==> config.mk <==
export PLATFORM = sky130hd
export DESIGN_NAME = snake_game_ctrl
export DESIGN_NICKNAME = d
export VERILOG_FILES = /design/src/rtl/snake_pkg.sv /design/src/rtl/snake_tick_timer.sv /design/src/rtl/snake_game_ctrl.sv
export SDC_FILE = /design/constraint.sdc
export NUM_CORES = 1
export LEC_CHECK = 0
export CAP_MARGIN = 40
export CORE_UTILIZATION = 55
export DETAILED_ROUTE_END_ITERATION = 10
export PLACE_DENSITY = 0.75
export SETUP_SLACK_MARGIN = 0.3
export SLEW_MARGIN = 5
export SYNTH_ARGS = -nofsm -noshare
export SYNTH_HDL_FRONTEND = slang
export SYNTH_HIERARCHICAL = 1
export SYNTH_SLANG_ARGS = --single-unit
==> constraint.sdc <==
create_clock -name vga_clk -period 4.66 [get_ports vga_clk]
set_input_delay 0.699 -clock vga_clk [delete_from_list [all_inputs] [get_ports vga_clk]]
set_output_delay 0.699 -clock vga_clk [all_outputs]
set_load 0.02 [all_outputs]
==> src/rtl/snake_pkg.sv <==
// Shared codes for the snake game controller: game states, headings,
// key strobe codes, body length limits and the heading-reversal helper.
package snake_pkg;

  typedef enum logic [2:0] {
    ST_IDLE  = 3'd0,
    ST_INIT  = 3'd1,
    ST_RUN   = 3'd2,
    ST_OVER  = 3'd3,
    ST_PAUSE = 3'd4
  } state_e;

  localparam logic [1:0] DIR_PX = 2'd0;
  localparam logic [1:0] DIR_PY = 2'd1;
  localparam logic [1:0] DIR_NX = 2'd2;
  localparam logic [1:0] DIR_NY = 2'd3;

  localparam logic [3:0] KEY_UP    = 4'd1;
  localparam logic [3:0] KEY_DOWN  = 4'd2;
  localparam logic [3:0] KEY_LEFT  = 4'd3;
  localparam logic [3:0] KEY_RIGHT = 4'd4;
  localparam logic [3:0] KEY_S2    = 4'd5;

  localparam logic [3:0] INIT_LEN = 4'd4;
  localparam logic [3:0] MAX_LEN  = 4'd10;

  // Headings are encoded so that the reverse direction differs in bit 1.
  function automatic logic [1:0] opposite(input logic [1:0] d);
    return d ^ 2'b10;
  endfunction

endpackage

==> src/rtl/snake_tick_timer.sv <==
// Move-period counter: clr_i zeroes, en_i counts 0..speed_i-1 and wraps,
// otherwise holds. Ports: clk_i, rst_ni, clr_i, en_i, speed_i -> tick_o (comb).
module snake_tick_timer #(
  parameter int CNT_W = 24
) (
  input  logic             clk_i,
  input  logic             rst_ni,
  input  logic             clr_i,
  input  logic             en_i,
  input  logic [CNT_W-1:0] speed_i,
  output logic             tick_o
);

  localparam logic [CNT_W-1:0] ONE = {{(CNT_W-1){1'b0}}, 1'b1};

  logic [CNT_W-1:0] cnt_q;
  logic [CNT_W-1:0] cnt_d;
  logic             last;

  assign last   = (cnt_q == speed_i - ONE);
  assign tick_o = en_i & last;

  always_comb begin
    cnt_d = cnt_q;
    if (clr_i) begin
      cnt_d = '0;
    end else if (en_i) begin
      cnt_d = last ? '0 : cnt_q + ONE;
    end
  end

  always_ff @(posedge clk_i or negedge rst_ni) begin
    if (!rst_ni) begin
      cnt_q <= '0;
    end else begin
      cnt_q <= cnt_d;
    end
  end

endmodule

==> src/rtl/snake_game_ctrl.sv <==
// Snake game sequencer: state FSM, move timer, heading with reversal lockout,
// grow/respawn strobes. In: key_out, hit, head_on_food, food_on_body.
// Out: game_state, init_pulse, move_tick, dir, grow_req, food_respawn, snake_len.
module snake_game_ctrl
  import snake_pkg::*;
#(
  parameter int               CNT_W      = 24,
  parameter logic [CNT_W-1:0] SPEED_EASY = 24'd15_000_000,
  parameter logic [CNT_W-1:0] SPEED_MED  = 24'd10_000_000,
  parameter logic [CNT_W-1:0] SPEED_HARD = 24'd5_000_000
) (
  input  logic       vga_clk,
  input  logic       sys_rst_n,
  input  logic [3:0] key_out,
  input  logic       hit,
  input  logic       head_on_food,
  input  logic       food_on_body,
  output logic [2:0] game_state,
  output logic       init_pulse,
  output logic       move_tick,
  output logic [1:0] dir,
  output logic       grow_req,
  output logic       food_respawn,
  output logic [3:0] snake_len
);

  state_e           state_q, state_d;
  logic [CNT_W-1:0] speed_q, speed_d;
  logic [1:0]       dir_q, dir_d;
  logic [1:0]       pend_q, pend_d;
  logic [3:0]       len_q, len_d;
  logic             init_q, init_d;
  logic             move_q, move_d;
  logic             grow_q, grow_d;
  logic             resp_q, resp_d;
  logic             hof_q;

  logic             go;
  logic             tick;
  logic             key_vld;
  logic [1:0]       key_dir;

  // Timer only advances on cycles that stay in RUN, so a pause or hit
  // arriving with a due tick leaves the count parked at speed-1.
  snake_tick_timer #(
    .CNT_W (CNT_W)
  ) u_timer (
    .clk_i   (vga_clk),
    .rst_ni  (sys_rst_n),
    .clr_i   (state_q == ST_INIT),
    .en_i    (go),
    .speed_i (speed_q),
    .tick_o  (tick)
  );

  always_comb begin
    state_d = state_q;
    speed_d = speed_q;
    unique case (state_q)
      ST_IDLE: begin
        unique case (1'b1)
          (key_out == KEY_UP): begin
            speed_d = SPEED_HARD;
            state_d = ST_INIT;
          end
          (key_out == KEY_DOWN): begin
            speed_d = SPEED_MED;
            state_d = ST_INIT;
          end
          (key_out == KEY_LEFT): begin
            speed_d = SPEED_EASY;
            state_d = ST_INIT;
          end
          default: ;
        endcase
      end
      ST_INIT:  state_d = ST_RUN;
      ST_RUN: begin
        if (hit) begin
          state_d = ST_OVER;
        end else if (key_out == KEY_S2) begin
          state_d = ST_PAUSE;
        end
      end
      ST_PAUSE: if (key_out == KEY_S2) state_d = ST_RUN;
      ST_OVER:  if (key_out == KEY_S2) state_d = ST_IDLE;
      default:  state_d = ST_IDLE;
    endcase
  end

  assign go = (state_q == ST_RUN) && (state_d == ST_RUN);

  always_comb begin
    key_vld = 1'b0;
    key_dir = DIR_PX;
    unique case (1'b1)
      (key_out == KEY_UP): begin
        key_vld = 1'b1;
        key_dir = DIR_NY;
      end
      (key_out == KEY_DOWN): begin
        key_vld = 1'b1;
        key_dir = DIR_PY;
      end
      (key_out == KEY_LEFT): begin
        key_vld = 1'b1;
        key_dir = DIR_NX;
      end
      (key_out == KEY_RIGHT): begin
        key_vld = 1'b1;
        key_dir = DIR_PX;
      end
      default: ;
    endcase
  end

  always_comb begin
    dir_d  = dir_q;
    pend_d = pend_q;
    len_d  = len_q;
    init_d = (state_d == ST_INIT);
    move_d = tick;
    grow_d = 1'b0;
    resp_d = 1'b0;
    if (state_d == ST_INIT) begin
      dir_d  = DIR_PX;
      pend_d = DIR_PX;
      len_d  = INIT_LEN;
    end
    if (tick) begin
      dir_d = pend_q;
    end
    // Check against the heading that will be in force after this cycle,
    // so a key landing on a tick cannot queue a reversal.
    if (go && key_vld && (key_dir != opposite(dir_d))) begin
      pend_d = key_dir;
    end
    if (go && head_on_food && !hof_q && (len_q != MAX_LEN)) begin
      grow_d = 1'b1;
      len_d  = len_q + 4'd1;
    end
    resp_d = go && food_on_body && !resp_q;
  end

  always_ff @(posedge vga_clk or negedge sys_rst_n) begin
    if (!sys_rst_n) begin
      state_q <= ST_IDLE;
      speed_q <= SPEED_EASY;
      dir_q   <= DIR_PX;
      pend_q  <= DIR_PX;
      len_q   <= INIT_LEN;
      init_q  <= 1'b0;
      move_q  <= 1'b0;
      grow_q  <= 1'b0;
      resp_q  <= 1'b0;
      hof_q   <= 1'b0;
    end else begin
      state_q <= state_d;
      speed_q <= speed_d;
      dir_q   <= dir_d;
      pend_q  <= pend_d;
      len_q   <= len_d;
      init_q  <= init_d;
      move_q  <= move_d;
      grow_q  <= grow_d;
      resp_q  <= resp_d;
      hof_q   <= head_on_food;
    end
  end

  assign game_state   = state_q;
  assign init_pulse   = init_q;
  assign move_tick    = move_q;
  assign dir          = dir_q;
  assign grow_req     = grow_q;
  assign food_respawn = resp_q;
  assign snake_len    = len_q;

endmodule

==> Word-level counts from Yosys, hierarchy flattened <==
Index checks and enable logic that the tools add are counted.
{ "totals": {"ff_bits": 64, "inputBits": 9, "word_cells": 67} }
{ "op_classes": {"n_addsub": 3, "n_eq_ne": 14, "muxes": 19, "bitwise_logic": 2, "reduce_logical": 18} }
{ "ops": {"columns": ["op", "count"], "rows": [
  ["2-to-1 mux 24 bit", 3],
  ["case mux 24 bit (3 select lines)", 1],
  ["adder 24 x 1 -> 24 bit (second input constant)", 1],
  ["== test 24 bit", 1],
  ["subtractor 24 x 1 -> 24 bit (second input constant)", 1],
  ["2-to-1 mux 3 bit", 5],
  ["case mux 3 bit (5 select lines)", 1],
  ["== test 3 x 2 -> 1 bit (second input constant)", 3],
  ["== test 4 x 2 -> 1 bit (second input constant)", 2],
  ["== test 4 x 3 -> 1 bit (second input constant)", 2],
  ["logical AND 1 bit", 8],
  ["2-to-1 mux 2 bit", 4],
  ["2-to-1 mux 4 bit", 2],
  ["== test 3 x 1 -> 1 bit (second input constant)", 2],
  ["case mux 2 bit (3 select lines)", 1],
  ["nonzero test 2 bit", 3],
  ["adder 4 x 1 -> 4 bit (second input constant)", 1],
  ["== test 4 x 1 -> 1 bit (second input constant)", 1],
  ["inequality test 4 bit (second input constant)", 1],
  ["OR reduction 4 bit", 1],
  ["== test 3 bit (second input constant)", 1],
  ["logical NOT 3 bit", 1],
  ["nonzero test 3 bit", 1],
  ["OR reduction 3 bit", 1],
  ["other kinds (6)", 8]
]} }

==> Longest topological paths before layout <==
{ "logic_depth": {"ltp_word": 12, "depth_mapped": 17, "mapped_depth_nobuf": 14} }

==> Cells and area by module <==
The synthesis kept the hierarchy.
{ "by_module_without_submodules": {"columns": ["mod", "n_inst", "cells_per_inst", "area_per_inst_um2", "seq_area_each_um2"], "rows": [
  ["snake_tick_timer", 1, 279, 2260.9, 600.6],
  ["snake_game_ctrl", 1, 111, 1122.3, 555.5]
]} }

==> Worst setup path before layout <==
No wires, ideal clock.
{ "synth_timing": {"path_kind": "register to register", "from": "register speed_q[22]", "to": "register pend_q[0]", "setup_ns": 0.079, "arrival_ns": 3.661, "slack_ns": 0.920, "path_stages_with_launch": 16, "n_path_buf": 3, "synth_period_minus_slack_ns": 3.740, "path_cell_list": "dfstp_2 or3_1 buf_2 or3_1 nor3_2 mux2_2 a21oi_1 o2111ai_2 buf_4 buf_4 nor2_1 nand2_1 nor3_1 a221oi_1 o31ai_1 mux2i_1"} }
{ "synth_between": {"elab_chain_cells": 8} }
{ "synth_lines": {"columns": ["element", "line", "source"], "rows": [
  ["start, declared", "snake_game_ctrl.sv:28", "logic [CNT_W-1:0] speed_q, speed_d;"],
  ["start signal, assigned", "snake_game_ctrl.sv:159", "speed_q <= speed_d;"],
  ["subtractor 24 x 1 -> 24 bit *", "snake_tick_timer.sv:20", "assign last = (cnt_q == speed_i - ONE);"],
  ["== test 24 bit *", "snake_tick_timer.sv:20", null],
  ["AND 1 bit *", "snake_tick_timer.sv:21", "assign tick_o = en_i & last;"],
  ["named net move_d", "snake_game_ctrl.sv:33", "logic move_q, move_d;"],
  ["2-to-1 mux 2 bit *", "snake_game_ctrl.sv:130", "if (tick) begin"],
  ["inverter 1 bit (no line)", null, null],
  ["inequality test 2 bit *", "snake_game_ctrl.sv:135", "if (go && key_vld && (key_dir != opposite(dir_d))) begin"],
  ["logical AND 1 bit *", "snake_game_ctrl.sv:135", null],
  ["2-to-1 mux 2 bit or nonzero test 2 bit (tied branches)", null, null],
  ["end signal, assigned", "snake_game_ctrl.sv:161", "pend_q <= pend_d;"],
  ["end, declared", "snake_game_ctrl.sv:30", "logic [1:0] pend_q, pend_d;"]
]} }
Mark *: on every way through the listed nets, which the timed path passes. The rest lies on a longest branch.
A chain may end at the register's enable or synchronous reset.

==> Final worst setup path <==
Same ends and word-level chain as after synthesis.

==> summary.txt <==
Setup path
  – Most frequent CP cell: nor2_1
  – Critical path startpoint category: flip-flop
  – Crit-path leading delay family: simple AND/OR/NAND/NOR gates
  – Buffer and inverter count on the worst path: 0
  – Max incr delay on CP: approximately 0.58 ns
  – Crit path DAT: 4.18 ns
  – Crit path kind: flip-flop to flip-flop
  – WP data required: around 5 ns
  – Max FO, Critical Path: 22
  – Worst-path cell chain: nor2_1 -> nand3_2 -> or4_1 -> a32o_1 -> nor4_2 -> o2111ai_2 -> nor2_1 -> nand2_1 -> nor3_1 -> a221oi_1 -> o31ai_1 -> mux2i_1
  – Critical-path top delay cell: or4_1
  – Critical Path Sink Type: flip-flop

Die
  – Die ar.: approximately 0.0065 mm²
  – I/O pin total: 22
  – Row cnt: 28
  – Initial Util: 57.14%
  – Die H: a little over 80 µm
  – Die width: 80.43 µm
  – Core area: slightly below 0.006 mm²

Final layout
  – Final core utilization: around 64%
  – Layout Cells excl Fill: about 500
  – P&R area growth vs syn: 12.69%
  – Final std cell area, no fill: between 0.003 and 0.004 mm²
  – Layout cells sized above 1: 7.925%
  – Fillers: roughly 550
  – Nets@finish: 441
  – Inserted Diodes: 0
  – Most common cell after layout, fill and taps aside: dfrtp_1
  – Most frequent cells in the layout: dfrtp_1, nor2_1, nand2_1

GRT
  – Antenna violations before repair: 0
  – GRT Total Usage: approximately 26%
  – GRT Residual Overflow: 0
  – First-pass GRT wire length: ~13000 µm
  – Pin count of the biggest net entering global routing: 32
  – Number of global-route vias before repair: between 2000 and 3000

STA
  – Clk_skew: between 0.008 and 0.009 ns
  – Max Fclk: between 0.2 and 0.3 GHz
  – Relative slew margins: between 60% and 70%
  – RSZ-0062 raised after global routing: no
  – Final setup fails: 0
  – Period utilisation layout: approximately 85%
  – Worst-Margin Slew: 0.5796 ns
  – Worst hold margin: ~0.38 ns
  – Final Max Slew Viols: 0
  – Final hold violation count: 0
  – Final setup margin: approximately 0.72 ns
  – Crit path time final: slightly below 4 ns
  – Fin Setup TNS: 0 ns

Place
  – # placed instances: 496
  – Place WS: between 0.6 and 0.7 ns
  – PortBufs: 21
  – DP Area: between 0.003 and 0.004 mm²
  – Post-DP HPWL: around 5500 µm
  – GPL Wtd Cong: approximately 0.87

Synth
  – Cell count after synthesis: just under 400
  – Async SR Flop Fraction: 100.0%
  – Synth top area share: 31.07%
  – Top post-synthesis cells by area: dfrtp_1, xnor2_1, mux2i_1
  – Number of synthesized flops with an enable pin: 0
  – Warnings from Yosys: 6
  – #FFs+latches synth: 46
  – Cell taking the most area after synthesis: dfrtp_1
  – Cell variety after synth: 71
  – Syn_area_per_cell: approximately 8.7 µm²
  – Mapped Area: about 0.0034 mm²
  – Main synth FF type: dfrtp_1
  – Sequential share of the synthesized area: between 30 and 40%

Clock tree
  – CTS tree: done
  – Reg clk slew, reported paths: approximately 0.1 ns
  – Clock sinks: between 40 and 50
  – H-tree depth: 2
  – Root buffer cell: clkbuf_8
  – Post_cts resized: 0
  – CTS Hold Bufs: 0
  – Number of buffers created by CTS: 5
  – Setup Buffers After CTS: 0
  – CTS max path bufs: 2
  – Clk_lat worst skew: 0.31 ns

Outcome
  – Outcome: completed

Power and ir drop
  – Pleak: 1.581 nW
  – PwrDens: 307.4 mW/mm²
  – Maximum vdd drop: 0.0001869 V
  – Total Power: 1.172 mW

Routing
  – Routed vias/inst: 5.948
  – WL per Instance: ~15 µm
  – Detailed Routing Iterations Pass 1: 5
  – Vias: about 3000
  – Initial DRC count: roughly 220
  – DR DRC count: 0
  – Final WL: between 7000 and 8000 µm
  – DRT antenna net count: 0

Run
  – Max cap viols: 0

Worst hold path
  – Hold Crit Class: input pin to asynchronous set/reset pin
routing by layer:
layer	GRT usage (%)	vias to the layer above	share of wire [%]
met5	0	-	0
met4	6.607	0	1.2
li1	-	1475	-
met1	36.34	1433	47
met3	4.205	7	4.0
met2	40.00	83	47
cell families after synthesis:
logic type | after synthesis | share of synthesized area [%]
AND/OR/NAND/NOR | 172 | 29.03
AO/OA/AOI/OAI | 72 | 14.61
XOR/XNOR | 34 | 8.802
adder cells (fa/ha/maj) | 4 | 1.479
flip-flops | 46 | 34.17
other | 1 | 0.1108
multiplexers | 21 | 6.361
buffers and inverters | 40 | 5.436
flip-flops by register name, summed over array words and instances (netlist names):
name,flops
grow_req,1
hof_q,1
dir,2
snake_len,4
game_state,3
init_pulse,1
u_timer/cnt_q,24
pend_q,2
food_respawn,1
move_tick,1
speed_q,6
power by group:
group / leakage [nW] / switching [mW] / internal (mW)
clock: 0.0447 / 0.151 / 0.109
sequential: 0.606 / 0.104 / 0.454
combinational: 0.931 / 0.187 / 0.166
final timing paths:
kind / slack, ns / depth (start not counted) / to / from
max in group asynchronous: 3.68 / 2 / speed_q[22] / sys_rst_n
min in group vga_clk: 0.45 / 1 / food_respawn / food_respawn
min reg2reg: 0.45 / 1 / food_respawn / food_respawn
max reg2reg: 0.72 / 12 / pend_q[0] / speed_q[22]
max: 0.72 / 12 / pend_q[0] / speed_q[22]
min: 0.38 / 1 / u_timer/cnt_q[0] / sys_rst_n
cells in the mapped netlist (3+ instances only):
| library cell | number |
|---|---|
| nand2_1 | 33 |
| clkbuf_1 | 9 |
| a22o_1 | 5 |
| dfrtp_1 | 42 |
| nor2b_1 | 4 |
| buf_4 | 3 |
| xor2_1 | 14 |
| o21ai_1 | 3 |
| inv_1 | 18 |
| nor3_1 | 13 |
| nand3_1 | 30 |
| or4_1 | 3 |
| a21oi_1 | 8 |
| nor2_1 | 34 |
| dfstp_2 | 4 |
| a31oi_1 | 17 |
| o21ai_0 | 13 |
| and2_1 | 3 |
| nand4_1 | 4 |
| and3_1 | 9 |
| ha_1 | 4 |
| mux2i_1 | 17 |
| or3_1 | 3 |
| nor4_1 | 6 |
| xnor2_1 | 20 |
| and4_1 | 3 |
| buf_2 | 6 |
| nand3b_1 | 5 |
worst reg2reg max path: stages, from the launching register on:
cell,delay [ns]
dfstp_2,0.50
nor2_1,0.35
nand3_2,0.29
or4_1,0.58
a32o_1,0.24
nor4_2,0.28
o2111ai_2,0.19
nor2_1,0.36
nand2_1,0.15
nor3_1,0.15
a221oi_1,0.11
o31ai_1,0.43
mux2i_1,0.24
area by class of cell:
class | count | area, µm² | share of cell area [%]
well taps | 75 | 93.84 | 2.461
repair buffers | 25 | 247.7 | 6.498
multi-input cells | 332 | 2153 | 56.48
clock inverters | 3 | 25.02 | 0.6564
flip-flops and latches | 46 | 1156 | 30.32
inverters | 18 | 67.56 | 1.772
clock buffers | 5 | 68.82 | 1.805
Note: power is estimated with default switching activity, not from simulation.
